## src/rtl/mc_pkg.sv

```systemverilog
// Shared definitions for the multicycle MIPS control path: FSM state
// encoding, opcode values and the datapath select codes driven by the FSM.
package mc_pkg;

  typedef enum logic [3:0] {
    S_FETCH     = 4'd0,
    S_DECODE    = 4'd1,
    S_MEM_ADDR  = 4'd2,
    S_MEM_READ  = 4'd3,
    S_MEM_WB    = 4'd4,
    S_MEM_WRITE = 4'd5,
    S_R_EXEC    = 4'd6,
    S_R_WB      = 4'd7,
    S_BRANCH    = 4'd8,
    S_JUMP      = 4'd9,
    S_LUI_WB    = 4'd10,
    S_JR        = 4'd11,
    S_JAL       = 4'd12,
    S_TRAP      = 4'd13
  } state_t;

  localparam logic [5:0] OP_RTYPE = 6'b000000;
  localparam logic [5:0] OP_J     = 6'b000010;
  localparam logic [5:0] OP_JAL   = 6'b000011;
  localparam logic [5:0] OP_BEQ   = 6'b000100;
  localparam logic [5:0] OP_JR    = 6'b001000;
  localparam logic [5:0] OP_LUI   = 6'b001111;
  localparam logic [5:0] OP_LB    = 6'b100000;
  localparam logic [5:0] OP_LH    = 6'b100001;
  localparam logic [5:0] OP_LW    = 6'b100011;
  localparam logic [5:0] OP_LBU   = 6'b100100;
  localparam logic [5:0] OP_LHU   = 6'b100101;
  localparam logic [5:0] OP_SB    = 6'b101000;
  localparam logic [5:0] OP_SH    = 6'b101001;
  localparam logic [5:0] OP_SW    = 6'b101011;

  localparam logic [1:0] ALU_ADD   = 2'b00;
  localparam logic [1:0] ALU_SUB   = 2'b01;
  localparam logic [1:0] ALU_FUNCT = 2'b10;

  localparam logic [1:0] PC_ALU    = 2'b00;
  localparam logic [1:0] PC_ALUOUT = 2'b01;
  localparam logic [1:0] PC_JUMP   = 2'b10;
  localparam logic [1:0] PC_REG    = 2'b11;

  localparam logic [1:0] SRC_B_REG    = 2'b00;
  localparam logic [1:0] SRC_B_FOUR   = 2'b01;
  localparam logic [1:0] SRC_B_IMM    = 2'b10;
  localparam logic [1:0] SRC_B_IMM_SH = 2'b11;

  localparam logic [1:0] ST_WORD = 2'b00;
  localparam logic [1:0] ST_HALF = 2'b01;
  localparam logic [1:0] ST_BYTE = 2'b10;

  localparam logic [1:0] LD_BYTE = 2'b00;
  localparam logic [1:0] LD_HALF = 2'b01;
  localparam logic [1:0] LD_WORD = 2'b10;

endpackage

```

## src/rtl/mc_opcode_class.sv

```systemverilog
// Combinational opcode classifier.
// Ports:
//   op          in  6  opcode to classify
//   is_*        out 1  one-hot instruction class flags
//   load_ctl    out 2  load width select
//   store_ctl   out 2  store width select
//   extend      out 1  1 = immediate/data zero-extension variant, 0 for lb/lh
module mc_opcode_class
  import mc_pkg::*;
(
  input  logic [5:0] op,
  output logic       is_load,
  output logic       is_store,
  output logic       is_rtype,
  output logic       is_beq,
  output logic       is_j,
  output logic       is_jal,
  output logic       is_jr,
  output logic       is_lui,
  output logic       is_illegal,
  output logic [1:0] load_ctl,
  output logic [1:0] store_ctl,
  output logic       extend
);

  always_comb begin
    is_load    = 1'b0;
    is_store   = 1'b0;
    is_rtype   = 1'b0;
    is_beq     = 1'b0;
    is_j       = 1'b0;
    is_jal     = 1'b0;
    is_jr      = 1'b0;
    is_lui     = 1'b0;
    is_illegal = 1'b0;
    load_ctl   = LD_BYTE;
    store_ctl  = ST_WORD;
    extend     = 1'b0;
    case (op)
      OP_LW:    begin is_load = 1'b1; load_ctl = LD_WORD; extend = 1'b1; end
      OP_LB:    begin is_load = 1'b1; end
      OP_LBU:   begin is_load = 1'b1; extend = 1'b1; end
      OP_LH:    begin is_load = 1'b1; load_ctl = LD_HALF; end
      OP_LHU:   begin is_load = 1'b1; load_ctl = LD_HALF; extend = 1'b1; end
      OP_SW:    begin is_store = 1'b1; extend = 1'b1; end
      OP_SB:    begin is_store = 1'b1; store_ctl = ST_BYTE; extend = 1'b1; end
      OP_SH:    begin is_store = 1'b1; store_ctl = ST_HALF; extend = 1'b1; end
      OP_RTYPE: is_rtype = 1'b1;
      OP_BEQ:   is_beq   = 1'b1;
      OP_J:     is_j     = 1'b1;
      OP_JAL:   is_jal   = 1'b1;
      OP_JR:    is_jr    = 1'b1;
      OP_LUI:   is_lui   = 1'b1;
      default:  is_illegal = 1'b1;
    endcase
  end

endmodule

```

## src/rtl/multicycle_control.sv

```systemverilog
// Multicycle control FSM for the shared-memory MIPS datapath.
// Ports:
//   clk, rst_n          clock (rising edge), synchronous active-low reset
//   opcode              IR[31:26], only sampled in DECODE
//   zero                ALU zero flag (branch gating happens in the datapath)
//   mem_ready           memory completes the current access this cycle
//   pc_write .. jal_control  per-state datapath selects and enables
//   instr_done          one-cycle retire pulse
//   illegal             sticky undefined-opcode flag
//   state               current state for debug
//
// state      | meaning
// FETCH      | read instruction, PC+4; waits for mem_ready
// DECODE     | latch opcode, precompute branch target
// MEM_ADDR   | base + offset address
// MEM_READ   | data read; waits for mem_ready
// MEM_WB     | load data to register file, retire
// MEM_WRITE  | data write; retires on mem_ready
// R_EXEC     | ALU op from funct
// R_WB       | ALU result to rd, retire
// BRANCH     | beq compare, conditional PC write, retire
// JUMP       | j, retire
// LUI_WB     | lui write, retire
// JR         | PC from register, retire
// JAL        | jump and link, retire
// TRAP       | undefined opcode, terminal until reset
module multicycle_control
  import mc_pkg::*;
(
  input  logic       clk,
  input  logic       rst_n,
  input  logic [5:0] opcode,
  input  logic       zero,
  input  logic       mem_ready,
  output logic       pc_write,
  output logic       pc_write_cond,
  output logic       ir_write,
  output logic       iord,
  output logic       mem_read,
  output logic       mem_write,
  output logic       mem_to_reg,
  output logic       reg_write,
  output logic       reg_dest,
  output logic       alu_src_a,
  output logic [1:0] alu_src_b,
  output logic [1:0] alu_op,
  output logic [1:0] pc_source,
  output logic [1:0] store_control,
  output logic [1:0] load_control,
  output logic       extend,
  output logic       lui_control,
  output logic       jal_control,
  output logic       instr_done,
  output logic       illegal,
  output logic [3:0] state
);

  state_t     state_q, state_d;
  logic [5:0] op_q;
  logic       illegal_q;
  logic [5:0] class_op;
  logic       c_load, c_store, c_rtype, c_beq, c_j, c_jal, c_jr, c_lui, c_illegal;
  logic [1:0] c_load_ctl, c_store_ctl;
  logic       c_extend;

  // The branch decision is made in the datapath from zero and pc_write_cond.
  logic unused_zero;
  assign unused_zero = zero;

  // The IR only holds this instruction during DECODE; afterwards op_q is used.
  assign class_op = (state_q == S_DECODE) ? opcode : op_q;

  mc_opcode_class u_class (
    .op         (class_op),
    .is_load    (c_load),
    .is_store   (c_store),
    .is_rtype   (c_rtype),
    .is_beq     (c_beq),
    .is_j       (c_j),
    .is_jal     (c_jal),
    .is_jr      (c_jr),
    .is_lui     (c_lui),
    .is_illegal (c_illegal),
    .load_ctl   (c_load_ctl),
    .store_ctl  (c_store_ctl),
    .extend     (c_extend)
  );

  always_ff @(posedge clk) begin
    if (!rst_n) begin
      state_q   <= S_FETCH;
      op_q      <= '0;
      illegal_q <= 1'b0;
    end else begin
      state_q <= state_d;
      if (state_q == S_DECODE) op_q <= opcode;
      if (state_d == S_TRAP) illegal_q <= 1'b1;
    end
  end

  // Outputs are forced low while rst_n is low so an in-flight access is
  // abandoned in the same cycle, ahead of the synchronous state reset.
  assign state   = rst_n ? state_q : S_FETCH;
  assign illegal = rst_n & illegal_q;

  always_comb begin
    state_d       = state_q;
    pc_write      = 1'b0;
    pc_write_cond = 1'b0;
    ir_write      = 1'b0;
    iord          = 1'b0;
    mem_read      = 1'b0;
    mem_write     = 1'b0;
    mem_to_reg    = 1'b0;
    reg_write     = 1'b0;
    reg_dest      = 1'b0;
    alu_src_a     = 1'b0;
    alu_src_b     = SRC_B_REG;
    alu_op        = ALU_ADD;
    pc_source     = PC_ALU;
    store_control = ST_WORD;
    load_control  = LD_BYTE;
    extend        = 1'b0;
    lui_control   = 1'b0;
    jal_control   = 1'b0;
    instr_done    = 1'b0;
    if (rst_n) begin
      case (state_q)
        S_FETCH: begin
          mem_read  = 1'b1;
          alu_src_b = SRC_B_FOUR;
          alu_op    = ALU_ADD;
          pc_source = PC_ALU;
          ir_write  = mem_ready;
          pc_write  = mem_ready;
          if (mem_ready) state_d = S_DECODE;
        end
        S_DECODE: begin
          alu_src_b = SRC_B_IMM_SH;
          if (c_load || c_store) state_d = S_MEM_ADDR;
          else if (c_rtype)      state_d = S_R_EXEC;
          else if (c_beq)        state_d = S_BRANCH;
          else if (c_j)          state_d = S_JUMP;
          else if (c_jal)        state_d = S_JAL;
          else if (c_jr)         state_d = S_JR;
          else if (c_lui)        state_d = S_LUI_WB;
          else                   state_d = S_TRAP;
        end
        S_MEM_ADDR: begin
          alu_src_a = 1'b1;
          alu_src_b = SRC_B_IMM;
          extend    = c_extend;
          state_d   = c_load ? S_MEM_READ : S_MEM_WRITE;
        end
        S_MEM_READ: begin
          iord         = 1'b1;
          mem_read     = 1'b1;
          load_control = c_load_ctl;
          if (mem_ready) state_d = S_MEM_WB;
        end
        S_MEM_WB: begin
          reg_write    = 1'b1;
          mem_to_reg   = 1'b1;
          load_control = c_load_ctl;
          instr_done   = 1'b1;
          state_d      = S_FETCH;
        end
        S_MEM_WRITE: begin
          iord          = 1'b1;
          mem_write     = 1'b1;
          store_control = c_store_ctl;
          instr_done    = mem_ready;
          if (mem_ready) state_d = S_FETCH;
        end
        S_R_EXEC: begin
          alu_src_a = 1'b1;
          alu_op    = ALU_FUNCT;
          state_d   = S_R_WB;
        end
        S_R_WB: begin
          reg_write  = 1'b1;
          reg_dest   = 1'b1;
          instr_done = 1'b1;
          state_d    = S_FETCH;
        end
        S_BRANCH: begin
          alu_src_a     = 1'b1;
          alu_op        = ALU_SUB;
          pc_source     = PC_ALUOUT;
          pc_write_cond = 1'b1;
          instr_done    = 1'b1;
          state_d       = S_FETCH;
        end
        S_JUMP: begin
          pc_write   = 1'b1;
          pc_source  = PC_JUMP;
          instr_done = 1'b1;
          state_d    = S_FETCH;
        end
        S_JAL: begin
          pc_write    = 1'b1;
          pc_source   = PC_JUMP;
          jal_control = 1'b1;
          reg_write   = 1'b1;
          instr_done  = 1'b1;
          state_d     = S_FETCH;
        end
        S_JR: begin
          pc_write   = 1'b1;
          pc_source  = PC_REG;
          instr_done = 1'b1;
          state_d    = S_FETCH;
        end
        S_LUI_WB: begin
          lui_control = 1'b1;
          reg_write   = 1'b1;
          instr_done  = 1'b1;
          state_d     = S_FETCH;
        end
        S_TRAP:  state_d = S_TRAP;
        default: state_d = S_FETCH;
      endcase
    end
  end

endmodule

```

## config.mk

```make
export PLATFORM = sky130hd
export DESIGN_NAME = multicycle_control
export DESIGN_NICKNAME = d
export VERILOG_FILES = /design/src/rtl/mc_pkg.sv /design/src/rtl/mc_opcode_class.sv /design/src/rtl/multicycle_control.sv
export SDC_FILE = /design/constraint.sdc
export NUM_CORES = 1
export LEC_CHECK = 0
export ABC_AREA = 1
export CORE_MARGIN = 10
export CORE_UTILIZATION = 45
export DETAILED_ROUTE_END_ITERATION = 10
export HOLD_SLACK_MARGIN = 0.1
export PLACE_DENSITY = 0.79
export SYNTH_ARGS = -nofsm -noshare
export SYNTH_HDL_FRONTEND = slang
export SYNTH_SLANG_ARGS = --single-unit
export TNS_END_PERCENT = 20
```

## constraint.sdc

```tcl
create_clock -name clk -period 2.4 [get_ports clk]
set_input_delay 0.24 -clock clk [delete_from_list [all_inputs] [get_ports clk]]
set_output_delay 0.24 -clock clk [all_outputs]
set_load 0.02 [all_outputs]
```

=== Word level (Yosys, flattened, before mapping) ===
Cells that the tools add are included.

* Flip-flop bits (word level): 11

* Equal/unequal tests: 27
* Multiplexer cells: 64
* Bitwise logic cells: 1
* Reductions and logical operators: 15

{| class="wikitable"
|+ Operator list
! cell !! count
|-
| equality test 6 bit (second input constant) || 8
|-
| 2-to-1 mux 1 bit || 35
|-
| equality test 4 bit (second input constant) || 7
|-
| 2-to-1 mux 4 bit || 7
|-
| case mux 4 bit (7 select lines) || 1
|-
| 2-to-1 mux 3 bit || 6
|-
| equality test 4 x 3 -> 1 bit (second input constant) || 4
|-
| 2-to-1 mux 2 bit || 7
|-
| equality test 6 x 2 -> 1 bit (second input constant) || 2
|-
| equality test 6 x 4 -> 1 bit (second input constant) || 2
|-
| case mux 2 bit (2 select lines) || 3
|-
| case mux 2 bit (3 select lines) || 2
|-
| OR reduction 2 bit || 5
|-
| OR reduction 3 bit || 3
|-
| equality test 4 x 2 -> 1 bit (second input constant) || 2
|-
| OR reduction 7 bit || 1
|-
| equality test 6 x 3 -> 1 bit (second input constant) || 1
|-
| zero test 6 bit || 1
|-
| 2-to-1 mux 6 bit || 1
|-
| OR reduction 6 bit || 1
|-
| OR reduction 5 bit || 1
|-
| equality test 4 x 1 -> 1 bit (second input constant) || 1
|-
| zero test 4 bit || 1
|-
| case mux 1 bit (2 select lines) || 2
|-
| 3 further kinds || 3
|}

=== Logic depth before layout (Yosys ltp) ===
Gate-level depths: netlist (run 1).

* Depth in word-level cells: 14
* Mapped depth: 17

=== Modules after synthesis ===
A second synthesis (run 1) with hierarchy kept.

* Cells, all modules: 224
* Area, all modules: 1,174.9 um^2

{| class="wikitable"
|+ Modules (own cells, without submodules)
! module !! times used !! cells an instance !! area each (um^2) !! seq. area each (um^2)
|-
| multicycle_control || 1 || 168 || 938.4 || 220.2
|-
| mc_opcode_class || 1 || 56 || 236.5 || 0.0
|}

=== Least setup slack after synthesis (run 1) ===
OpenSTA, ideal clock, no wires.

* Path kind: flip-flop to output port
* Start: reg state_q[2]
* End: out store_control[1]
* Data arrival time: 1.772 ns
* Path slack: 0.388 ns
* Cell stages (with the launch flop): 9
* Path through: dfxtp_1 inv_1 nor2_1 inv_1 nor2_1 inv_1 nor2_1 nand2_1 nor3_1

* Longest elaborated chain between the ends: 6

{| class="wikitable"
|+ RTL lines
! what !! line !! RTL
|-
| start: declaration || multicycle_control.sv:58 || <nowiki>state_t state_q, state_d;</nowiki>
|-
| start signal: assignment || multicycle_control.sv:95 || <nowiki>state_q <= state_d;</nowiki>
|-
| equality test 4 x 1 -> 1 bit || multicycle_control.sv:71 || <nowiki>assign class_op = (state_q == S_DECODE) ? opcode : op_q;</nowiki>
|-
| 2-to-1 mux 6 bit || n/a ||
|-
| equality test 6 bit || mc_opcode_class.sv:39 || <nowiki>case (op)</nowiki>
|-
| case mux 2 bit (2 select lines) || mc_opcode_class.sv:39 ||
|-
| 2-to-1 mux 2 bit (*) || multicycle_control.sv:128 || <nowiki>case (state_q)</nowiki>
|-
| 2-to-1 mux 2 bit (*) || multicycle_control.sv:127 || <nowiki>if (rst_n) begin</nowiki>
|-
| end: declaration || multicycle_control.sv:48 || <nowiki>output logic [1:0] store_control,</nowiki>
|}

Every way passes the cells marked *; elsewhere a longest branch is shown, timed or not.

=== Worst setup path after layout (run 1) ===
* Start: reg state_q[0]
* End: out pc_write

* Longest elaborated chain between the ends: 4

{| class="wikitable"
|+ RTL lines
! what !! line !! RTL
|-
| equality test 4 bit || multicycle_control.sv:128 ||
|-
| OR reduction 3 bit (no line) || n/a ||
|-
| case mux 1 bit (2 select lines) (*) || multicycle_control.sv:128 ||
|-
| 2-to-1 mux 1 bit (*) || multicycle_control.sv:127 ||
|-
| end: declaration || multicycle_control.sv:35 || <nowiki>output logic pc_write,</nowiki>
|}

Marked as above.

==> out/results.ini, run 1 <==
[run_status]
result_of_the_run = completed

[timing]
worstMarginPinSlew_ns = 0.295
report.final.hold_viol_count = 0
clock_skew_ns = 0.00318
postLayoutSetupSlackWorst_ns = 0.118
finalSetupViolations = 0
final.period_utilization = 0.951
grt_setup_unrepaired = yes
worst_slew_margin_rel = 0.801
max_freq_mhz = 438
post_route_minimum_period_ns = 2.28
maxSlewViolCount = 0
fin_hold_ws_ns = 0.451

[synth]
yosys.cell_types.count = 26
async_flop_share = 0
area_share_of_the_largest_cell_type_after_synthesis = 0.193
yosys-top-cells-area = sky130_fd_sc_hd__dfxtp_1, sky130_fd_sc_hd__nand2_1, sky130_fd_sc_hd__nor2_1, sky130_fd_sc_hd__inv_1, sky130_fd_sc_hd__nand3_1
synth.avg_cell_area_um2 = 5.42
synth.yosys.seq_area_share = 0.193
synth.cell_area_um2 = 1140
ys_top_cells_by_count = sky130_fd_sc_hd__nand2_1, sky130_fd_sc_hd__nor2_1, sky130_fd_sc_hd__inv_1, sky130_fd_sc_hd__nand3_1, sky130_fd_sc_hd__dfxtp_1
yosysMostFrequentCell = sky130_fd_sc_hd__nand2_1
synth.ff_latch_count = 11
ys_warns = 0
synth_flop_cell = sky130_fd_sc_hd__dfxtp_1
number_of_flops_mapped_to_enable_cells_by_yosys = 0
syn_nets = 220
synth_cells = 210
synthDominantAreaCellType = sky130_fd_sc_hd__dfxtp_1

[floorplanning]
placementRows = 18
core_footprint_um2 = 2450
pin_count = 39
initial_utilization = 0.464
dieWidth_um = 70.3
die_area_um2 = 4940
floorplan.die.height_um = 70.3

[route]
antenna_violating_nets_post_route = 0
drc_errors = 0
detailroute.via_count = 1411
drt-total-wl_mm = 3.40
firstDrtPassIters = 4
post_dr_vias_cell = 4.85
routed_wire_length_per_instance_um = 11.7
first_iter_violations = 88

[clock_network]
clkLatencyLatePin_ns = 0.26
clkSlewWorstSetupHoldPaths_ns = 0.07
numCtsBuffers = 3
cts_buffer_depth = 2
clk_root_buffer_cell = sky130_fd_sc_hd__clkbuf_4
quantity_of_gates_resized_following_cts = 6
htreeDepth = 1
numClockSinks = 11
clock_tree_from_tritoncts = yes
ctsHoldBuffers = 0
postCtsSetupBuffers = 0

[run]
timing.max_cap.violations = 0

[hold_path]
hold_start = illegal_q
worst_hold_path.num_cells = 2
min-delay-path-class = reg -> reg
worstHoldEndpoint = illegal_q

[power_and_ir_drop]
powerDensity_nw_per_um2 = 1210
vdd_ir_drop_max_uv = 858
total_power_mw = 2.02
total_leakage_power_nw = 0.900

[critical_path]
r2r_slack_ns = 0.37
timing.reg2reg.worst_path_depth = 16
rr_startpoint = state_q[0]
setup.worst_path.end_class = primary output
worstSetupPathType = reg -> out
worst-endpoint-required_ns = 2.16
timing.critical_path.fanout_max = 6
worst_ep_arrival_time_ns = 2.04
start_kind = flop
worst_r2r_endpoint = illegal_q

[layout]
final_layout_size_suffix_gt1_frac = 0.176
fin_nets = 272
n_antenna_cell = 0
area_growth_pct = 46.4
finalNonFillerCells = 291

[placed_design]
placed_cells = 287
dp.final_hpwl_mm = 2.87
placement.io_buffers = 37
gp_congestion = 0.888
place_ws_ns = 0.0651

[global_routing]
grt_util_all_layers = 0.139
pin_count_of_the_biggest_net_entering_global_routing = 11
via_count_of_the_first_global_routing_pass = 1409
wire_length_of_the_first_global_routing_pass_mm = 6.08
initial_antenna_violation_count = 0
grt_remaining_overflow = 0

flip-flops by register name, summed over array words and instances (netlist names):
register / flops
illegal_q: 1
op_q: 6
state_q: 4
cell usage in the layout, fill, tap and decap left out:
cell	n
sky130_fd_sc_hd__buf_12	1
sky130_fd_sc_hd__nor2_2	3
sky130_fd_sc_hd__o22ai_1	2
sky130_fd_sc_hd__o21ai_0	3
sky130_fd_sc_hd__dlygate4sd2_1	2
sky130_fd_sc_hd__a211oi_1	1
sky130_fd_sc_hd__clkbuf_1	1
sky130_fd_sc_hd__clkbuf_4	3
sky130_fd_sc_hd__nand2_2	6
sky130_fd_sc_hd__nor2_4	6
sky130_fd_sc_hd__inv_1	37
sky130_fd_sc_hd__nor4_1	1
sky130_fd_sc_hd__clkdlybuf4s50_1	31
sky130_fd_sc_hd__nand2_1	58
sky130_fd_sc_hd__dfxtp_2	2
sky130_fd_sc_hd__buf_4	12
sky130_fd_sc_hd__a21oi_1	5
sky130_fd_sc_hd__clkbuf_2	2
sky130_fd_sc_hd__nand3_1	15
sky130_fd_sc_hd__a32o_1	1
sky130_fd_sc_hd__nand2_4	3
sky130_fd_sc_hd__nand4_1	2
sky130_fd_sc_hd__nor2_1	39
sky130_fd_sc_hd__or2_2	1
sky130_fd_sc_hd__clkdlybuf4s15_1	1
sky130_fd_sc_hd__o211ai_1	1
sky130_fd_sc_hd__nand3b_1	1
sky130_fd_sc_hd__nor3_1	4
sky130_fd_sc_hd__dfxtp_1	9
sky130_fd_sc_hd__a21oi_2	1
sky130_fd_sc_hd__nand3_2	2
sky130_fd_sc_hd__inv_2	4
sky130_fd_sc_hd__dlymetal6s2s_1	1
worst max-delay path, cell delays in order, from the launching register on:
cell and delay, ns:
sky130_fd_sc_hd__dfxtp_1 0.35, sky130_fd_sc_hd__buf_4 0.17, sky130_fd_sc_hd__nor2_4 0.17, sky130_fd_sc_hd__inv_1 0.11
sky130_fd_sc_hd__nor2_1 0.09, sky130_fd_sc_hd__nand2_1 0.07, sky130_fd_sc_hd__nor2_1 0.11, sky130_fd_sc_hd__or2_2 0.12
sky130_fd_sc_hd__clkdlybuf4s50_1 0.60
metal layers:
metal / GRT usage / part of all wire / up-vias
li1: - / - / 742
met1: 0.173 / 0.44 / 616
met2: 0.236 / 0.47 / 51
met3: 0.0282 / 0.081 / 2
met4: 0.0329 / 0.0024 / 0
met5: 0 / 0 / -
kinds of logic after synthesis:
family | after synthesis | share of synthesized area
compound gates | 14 | 0.0758
flops | 11 | 0.193
simple gates | 141 | 0.581
buf+inv | 44 | 0.149
report_power, final:
| part | internal (mW) | switching, mW | leakage [nW] | total, mW |
|---|---|---|---|---|
| Clock | 0.0642 | 0.0622 | 0.0150 | 0.126 |
| Combinational | 0.622 | 0.970 | 0.794 | 1.59 |
| Sequential | 0.248 | 0.0552 | 0.0909 | 0.303 |
| Total | 0.934 | 1.09 | 0.900 | 2.02 |
layout make-up:
| type | count | area, um^2 |
|---|---|---|
| flip-flops and latches | 11 | 223 |
| multi-input cells | 155 | 756 |
| well taps | 30 | 37.5 |
| clock buffers | 4 | 26.3 |
| fillers | 244 | 788 |
| repair buffers | 50 | 470 |
| inverters | 41 | 154 |
stage by stage:
step	TNS, ns	instance area, um^2	utilization
6_report	0	1670	0.679
5_1_grt	-0.0462	1670	0.679
4_1_cts	0	1660	0.677
3_5_place_dp	0	1640	0.668
3_3_place_gp	0	1640	0.668
2_1_floorplan	0	1140	-
worst max-delay path by stage:
stage                          start                to  slack, ns
after global placement    state_q[3]            extend       0.09
after CTS                 state_q[0]          pc_write       0.02
after detailed placement  state_q[3]            extend       0.07
after global routing           rst_n          pc_write      -0.05
after floorplan           state_q[2]  store_control[1]       0.39
final                     state_q[0]          pc_write       0.12
Note: power is estimated with default switching activity, not from simulation.
==> inputs of run 2 (changes only) <==
--- a/config.mk
+++ b/config.mk
@@ -10,2 +10,3 @@
 export CORE_UTILIZATION = 45
+export CTS_CLUSTER_DIAMETER = 150
 export DETAILED_ROUTE_END_ITERATION = 10
--- a/constraint.sdc
+++ b/constraint.sdc
@@ -3,2 +3,2 @@
 set_output_delay 0.24 -clock clk [all_outputs]
-set_load 0.02 [all_outputs]
+set_load 0.01 [all_outputs]
==> out/results.ini, run 2 (same netlist as run 1, synthesis figures left out) <==
[clock_network]
clkLatencyLatePin_ns = 0.28
htreeDepth = 1
numClockSinks = 11
cts_buffer_depth = 2
clkSlewWorstSetupHoldPaths_ns = 0.07
numCtsBuffers = 3
postCtsSetupBuffers = 0
clk_root_buffer_cell = sky130_fd_sc_hd__clkbuf_4
clock_tree_from_tritoncts = yes

[floorplanning]
floorplan.die.height_um = 70.3
placementRows = 18
initial_utilization = 0.464
pin_count = 39
dieWidth_um = 70.3
die_area_um2 = 4940
core_footprint_um2 = 2450

[hold_path]
worst_hold_path.num_cells = 2
min-delay-path-class = reg -> reg

[layout]
largest_register_ff_count = 6
leading_cell_types_in_the_layout_fill_and_taps_excluded = sky130_fd_sc_hd__nand2_1, sky130_fd_sc_hd__nor2_1, sky130_fd_sc_hd__inv_1
finalNonFillerCells = 289
largest-register = op_q
area_growth_pct = 46.0
biggestRegsByFlops = op_q: 6 flops, state_q: 4 flops, illegal_q: 1 flops
final_layout_size_suffix_gt1_frac = 0.178
leading_cell_type_in_the_layout_fill_and_taps_excluded = sky130_fd_sc_hd__nand2_1
fin_nets = 270
n_antenna_cell = 0
nFillCells = 227

[critical_path]
crit_path_cell_trace = nor2_2 > buf_4 > nand2_4 > nand2_1 > nand2_1 > nand2_2 > inv_2 > nand4_1 > nand3_1 > nand4_1 > inv_1 > dlygate4sd2_1
cell_depth_of_the_worst_setup_path = 12
worst-endpoint-required_ns = 2.16
worstSetupPathType = reg -> out
setup.worst_path.end_class = primary output
critPathBufInv = 4
worst_path_largest_cell_delay_ns = 0.39
timing.critical_path.fanout_max = 10
worst_ep_arrival_time_ns = 2.02
start_kind = flop
timing.reg2reg.worst_path_depth = 16
slowest_stage = sky130_fd_sc_hd__dfxtp_2
cpLargestDelayFamily = simple AND/OR/NAND/NOR gates

[run]
timing.max_cap.violations = 0

[global_routing]
wire_length_of_the_first_global_routing_pass_mm = 5.73
grt_remaining_overflow = 0
grt_util_all_layers = 0.134
pin_count_of_the_biggest_net_entering_global_routing = 11
grt_util_met2 = 0.220
initial_antenna_violation_count = 0
grt.met3_usage = 0.0381
via_count_of_the_first_global_routing_pass = 1295
m1_gr_usage = 0.162
grt-busiest-layer = met2

[power_and_ir_drop]
total_leakage_power_nw = 0.923
total_power_mw = 1.91
vdd_ir_drop_max_uv = 829
powerDensity_nw_per_um2 = 1150

[timing]
final.period_utilization = 0.940
report.final.hold_viol_count = 0
worst_slew_margin_rel = 0.822
clock_skew_ns = 0.00737
post_route_minimum_period_ns = 2.26
finalSetupViolations = 0
worstMarginPinSlew_ns = 0.265
max_freq_mhz = 443
grt_setup_unrepaired = no
fin_setup_tns_ns = 0
maxSlewViolCount = 0

[route]
detailroute.via_count = 1407
drt-total-wl_mm = 3.35
antenna_violating_nets_post_route = 0
drc_errors = 0
post_dr_vias_cell = 4.87
first_iter_violations = 61
routed_wire_length_per_instance_um = 11.6
firstDrtPassIters = 4

[placed_design]
placed_cells = 285
gp_congestion = 0.905
dp.final_hpwl_mm = 2.74
placement.io_buffers = 37

[run_status]
result_of_the_run = completed

## run 2: final timing paths
path	start	to	slack (ns)
max	state_q[2]	extend	0.14
min	illegal_q	illegal_q	0.47
max reg2reg	state_q[0]	illegal_q	0.38
min reg2reg	illegal_q	illegal_q	0.47
## run 2: metrics by stage
stage / utilization / setup slack, ns / hold slack [ns] / area [um^2]
floorplan: - / 0.669 / 0.417 / 1140
global placement: 0.657 / 0.149 / 0.431 / 1610
finish: 0.677 / 0.144 / 0.475 / 1660
detailed placement: 0.657 / 0.150 / 0.461 / 1610
global route: 0.677 / 0.00565 / 0.493 / 1660
CTS: 0.671 / 0.00886 / 0.478 / 1650
## run 2: power by group
part	switching, mW	total, mW	leakage, nW	internal, mW
clock	0.0703	0.135	0.0150	0.0645
combinational	0.885	1.46	0.817	0.576
sequential	0.0637	0.315	0.0916	0.251
total	1.02	1.91	0.923	0.892
## run 2: final cells by class
class | count | area, um^2 | area share
clock buffer | 4 | 26.3 | 0.0158
inverter | 41 | 154 | 0.0926
multi-input combinational | 155 | 763 | 0.459
sequential | 11 | 225 | 0.135
tap | 30 | 37.5 | 0.0226
timing repair buffer | 48 | 457 | 0.275
## run 2: what timing repair did
action / CTS / global route
setup endpoints to repair: 7 / 4
hold endpoints to repair: 0 / 0
resized for setup: 9 / 6
hold buffers: 0 / 0
## run 2: tightest hold or removal path, stage by stage (launching register included)
cell and delay, ns:
sky130_fd_sc_hd__dfxtp_1 0.32, sky130_fd_sc_hd__nand2_1 0.06, sky130_fd_sc_hd__nand2_1 0.07
## run 2: metal layers
metal,part of all wire,up-vias
li1,-,743
met1,0.47,619
met2,0.45,39
met3,0.065,6
met4,0.012,0
met5,0,-
